--- config.mk ---
export PLATFORM = sky130hd
export DESIGN_NAME = mem_arbiter
export DESIGN_NICKNAME = d
export VERILOG_FILES = /design/src/rtl/mem_arbiter.sv
export SDC_FILE = /design/constraint.sdc
export NUM_CORES = 1
export LEC_CHECK = 0
export ABC_AREA = 1
export ABC_CLOCK_PERIOD_IN_PS = 1600
export CAP_MARGIN = 20
export CORE_ASPECT_RATIO = 1.1
export CORE_UTILIZATION = 21
export DETAILED_ROUTE_END_ITERATION = 12
export PLACE_DENSITY = 0.74
export SYNTH_ARGS = -nofsm -noshare
export SYNTH_HDL_FRONTEND = slang
export SYNTH_SLANG_ARGS = --single-unit
--- constraint.sdc ---
create_clock -name clk -period 1.6 [get_ports clk]
set_clock_uncertainty 0.2 [all_clocks]
set_input_delay 0.24 -clock clk [delete_from_list [all_inputs] [get_ports clk]]
set_output_delay 0.24 -clock clk [all_outputs]
set_load 0.05 [all_outputs]
--- src/rtl/mem_arbiter.sv ---
// Arbiter sharing a single-port synchronous RAM between the CPU and a loader/debug port.
// Define ARB_STATS_EN to add the conflict_cnt output counting cycles with a denied requester.
module mem_arbiter #(
  parameter int DATA_WIDTH = 16,
  parameter int ADDR_WIDTH = 8,
  parameter int HOLD_MAX   = 4
) (
  input  logic                  clk,
  input  logic                  reset,
  input  logic                  cpu_req,
  input  logic                  cpu_write,
  input  logic [ADDR_WIDTH-1:0] cpu_addr,
  input  logic [DATA_WIDTH-1:0] cpu_wdata,
  output logic                  cpu_gnt,
  output logic                  cpu_rvalid,
  input  logic                  ldr_req,
  input  logic                  ldr_write,
  input  logic                  ldr_lock,
  input  logic [ADDR_WIDTH-1:0] ldr_addr,
  input  logic [DATA_WIDTH-1:0] ldr_wdata,
  output logic                  ldr_gnt,
  output logic                  ldr_rvalid,
  output logic [DATA_WIDTH-1:0] rdata,
  output logic                  cpu_stall,
  output logic [ADDR_WIDTH-1:0] ram_addr,
  output logic                  ram_write,
  output logic [DATA_WIDTH-1:0] ram_wdata,
  input  logic [DATA_WIDTH-1:0] ram_rdata
`ifdef ARB_STATS_EN
  ,
  output logic [15:0]           conflict_cnt
`endif
);

  typedef enum logic {ARB, LOCK} state_t;

  localparam logic [3:0] HOLD_LIM = 4'(HOLD_MAX);

  state_t     state;
  state_t     state_next;
  logic [3:0] hold_cnt;
  logic [3:0] hold_next;
  logic       rd_valid;
  logic       rd_owner;
  logic       rd_valid_next;

  // hold_cnt counts CPU wins while the loader waits; reaching HOLD_LIM hands the loader the next slot.
  always_comb begin
    cpu_gnt    = 1'b0;
    ldr_gnt    = 1'b0;
    state_next = state;
    hold_next  = hold_cnt;
    case (state)
      ARB: begin
        if (cpu_req && ldr_req) begin
          if (hold_cnt == HOLD_LIM) ldr_gnt = 1'b1;
          else                      cpu_gnt = 1'b1;
        end else begin
          cpu_gnt = cpu_req;
          ldr_gnt = ldr_req;
        end
        if (ldr_gnt || !ldr_req)    hold_next = 4'd0;
        else if (hold_cnt != HOLD_LIM) hold_next = hold_cnt + 4'd1;
        if (ldr_gnt && ldr_lock)    state_next = LOCK;
      end
      LOCK: begin
        ldr_gnt   = ldr_req;
        hold_next = 4'd0;
        if (!ldr_lock) state_next = ARB;
      end
      default: state_next = ARB;
    endcase
  end

  always_comb begin
    ram_addr  = cpu_addr;
    ram_wdata = cpu_wdata;
    ram_write = cpu_gnt & cpu_write;
    if (ldr_gnt) begin
      ram_addr  = ldr_addr;
      ram_wdata = ldr_wdata;
      ram_write = ldr_write;
    end
  end

  assign rd_valid_next = (cpu_gnt & ~cpu_write) | (ldr_gnt & ~ldr_write);

  // rd_owner remembers who issued last cycle's read so the shared rdata reaches the right side.
  always_ff @(posedge clk) begin
    if (!reset) begin
      state     <= ARB;
      hold_cnt  <= 4'd0;
      rd_valid  <= 1'b0;
      rd_owner  <= 1'b0;
      cpu_stall <= 1'b0;
    end else begin
      state     <= state_next;
      hold_cnt  <= hold_next;
      rd_valid  <= rd_valid_next;
      rd_owner  <= ldr_gnt;
      cpu_stall <= (state_next == LOCK);
    end
  end

  assign cpu_rvalid = rd_valid & ~rd_owner;
  assign ldr_rvalid = rd_valid & rd_owner;
  assign rdata      = ram_rdata;

`ifdef ARB_STATS_EN
  logic denied;

  assign denied = (cpu_req & ~cpu_gnt) | (ldr_req & ~ldr_gnt);

  always_ff @(posedge clk) begin
    if (!reset)                                  conflict_cnt <= 16'd0;
    else if (denied && conflict_cnt != 16'hFFFF) conflict_cnt <= conflict_cnt + 16'd1;
  end
`endif

endmodule

==> impl_results.md <==
* Status: finished, violations left
* Failing checks: setup timing
* Placed insts at 267
* Synth area leader: nand2_1
* CTS sink count at 7
* Vias at 1,153
* Synth-to-Final Area Change at 225%
* Initial antenna violation count at 0
* Type of the worst setup path: flop to output port
* Crit path launch type: flop
* Longest Clk Path Bufs at 2
* Peak supply drop at 486 µV
* # IOs at 117
* Clk root buf: clkbuf_8
* Final period util at 125%
* Top post-synthesis cells by area: nand2_1, dfxtp_1, buf_4
* Non-Filler Instances at 280
* Number of synthesized flops with an enable pin at 0
* First-pass GRT wire length at 4840 µm
* Critical path's largest stage delay at 0.33 ns
* Primary FF master, synth: dfxtp_1
* Most frequent cell after synthesis: nand2_1
* Design Area, Final at 0.00262 mm²
* DR pass1 iterations at 2
* Reg2Reg Depth at 10
* Antenna Violating Nets Remaining at 0
* Arrival time of the worst setup path at 1.56 ns
* Final worst-path setup slack at -0.400 ns
* Ant diodes at 0
* TritonCTS clock tree: built
* Synthesized flop and latch total at 7
* PortBufs at 84
* GR Overflow Total at 0
* Hold crit path type: input port to output port
* Fin Setup TNS at -9.48 ns
* Post-Route Utilization at 71.7%
* Core Area at 0.00365 mm²
* Synth warnings at 0
* CTS Buf Count at 3
* Leakage at 1.19 nW
* Peak Freq at 500 MHz
* H-Tree Depth at 1
* Remaining DRCs at 0
* Distinct cell type count after synthesis at 18
* Delay-heaviest family, CP: buffers and inverters
* CP max stage cell: dfxtp_2
* Wire per inst at 12.1 µm
* Ratio of cells with drive above 1 in the final layout at 61.3%
* Syn avg cell area at 5.71 µm²
* Die Width at 61.1 µm
* Number of global-route vias before repair at 1,092
* All-Layer GR Usage at 16.2%
* Cell Area, Placed at 0.00222 mm²
* Synth Cell Area at 806 µm²
* Cell Pwr Density at 556 mW/mm²
* Clock Latency Late Sink at 0.23 ns
* Die area at 0.00409 mm²
* Most frequent cells after synthesis: nand2_1, buf_4, inv_1
* FFs w/ async S/R, synth at 0%
* Worst path cell trace: inv_2, ha_4, nand3_2, nand2_2, nand2_4, buf_12, buf_12, nand2_4, nand2_4, buf_12
* DR iter-0 viols at 23
* Vias per inst at 4.12
* Post-layout minimum cycle time at 2.00 ns
* Syn Inst Count at 141
* WP depth at 10
* Worst Hold Depth at 0
* Worst path bufs/invs at 4
* Final setup violation count at 27
* RD Place Congestion at 0.780
* Yosys top cell area share at 32.6%
* Final hold vios at 0
* RSZ-0062 raised after global routing: yes
* Hold slack at 0.280 ns
* Relative slew slack at 86.6%
* Total Power at 1.46 mW
* Total length of routed wires at 3390 µm
* Max Cap Viol at 0
* Die Height at 67.0 µm
* Setup crit end kind: output port
* Place WS at -0.427 ns
* Final Max Tran Viols at 0
* Critical path peak fanout at 5
* Final HPWL DP at 2470 µm
* Rows at 23
* Worst-Margin Slew at 0.201 ns
* Worst EP required at 1.16 ns
* Nets at 304
* Mapped Nets at 214
* Largest net degree at the start of global routing at 14
* Initial core utilization at 22.0%
* Seq/Total Area, Yosys at 17.4%
* Clock Pin Slew Worst Setup and Hold Paths at 0.04 ns
## sequential cells by signal (all words and copies together) (netlist names)
name,flops
rd_valid,1
state,1
hold_cnt,4
rd_owner,1
## timing repair
item / CTS / global route
endpoints found under the setup margin: 27 / 27
hold buffers: 0 / 0
pin swaps: 14 / 7
cloned: 3 / 1
resized for setup: 36 / 27
setup buffers: 2 / 3
## layout make-up
class                      instances  area (µm²)
timing repair buffer             104        1380
inverter                          14        72.6
sequential                         7         146
tap                               50        62.6
timing repair inverter             1        20.0
multi-input combinational        100         890
clock buffer                       4        45.0
fill                             262        1040
## logic make-up after synthesis
| kind of cell | Yosys count | synth area share (%) |
|---|---|---|
| AO/OA/AOI/OAI | 2 | 1.55 |
| XOR/XNOR | 2 | 2.17 |
| adder cells (fa/ha/maj) | 2 | 3.11 |
| buffers and inverters | 34 | 26.4 |
| flip-flops | 7 | 17.4 |
| AND/OR/NAND/NOR | 94 | 49.4 |
## worst reg2reg max path: cells and delay by family, from the launching register on
family                     cells  cell delay [ns]
adders and majority gates      1             0.15
DFF                            1             0.33
buffers and inverters          5             0.47
and+or+nand+nor                4             0.28
## final timing paths
check	from	end	slack, ns
worst max register to register	hold_cnt[0]	hold_cnt[0]	0.10
worst max-delay path	hold_cnt[0]	ram_wdata[9]	-0.40
worst min register to register	hold_cnt[0]	hold_cnt[0]	0.32
worst min-delay path	ram_rdata[1]	rdata[1]	0.28
## where the power goes
part           switching [mW]  internal (mW)
sequential            0.00315          0.180
clock                  0.0730          0.172
combinational           0.510          0.518
total                   0.587          0.870
## cells in the final DEF, fill, tap and decap left out, drive strengths merged
| cell type | instances |
|---|---|
| a21oi | 1 |
| buf | 49 |
| clkbuf | 5 |
| clkdlybuf4s50 | 52 |
| clkinvlp | 1 |
| dfxtp | 7 |
| dlygate4sd2 | 2 |
| ha | 2 |
| inv | 14 |
| nand2 | 81 |
| nand3 | 3 |
| nand3b | 1 |
| nand4 | 1 |
| nor2 | 8 |
| o211ai | 1 |
| xnor2 | 1 |
| xor2 | 1 |
## per-layer routing
metal | global-route usage (%) | routed length (µm)
met1 | 16.1 | 1100
met2 | 30.7 | 1970
met3 | 4.08 | 250
met4 | 7.10 | 70
met5 | 0 | 0
No activity file was read; power rests on OpenSTA's default activity.
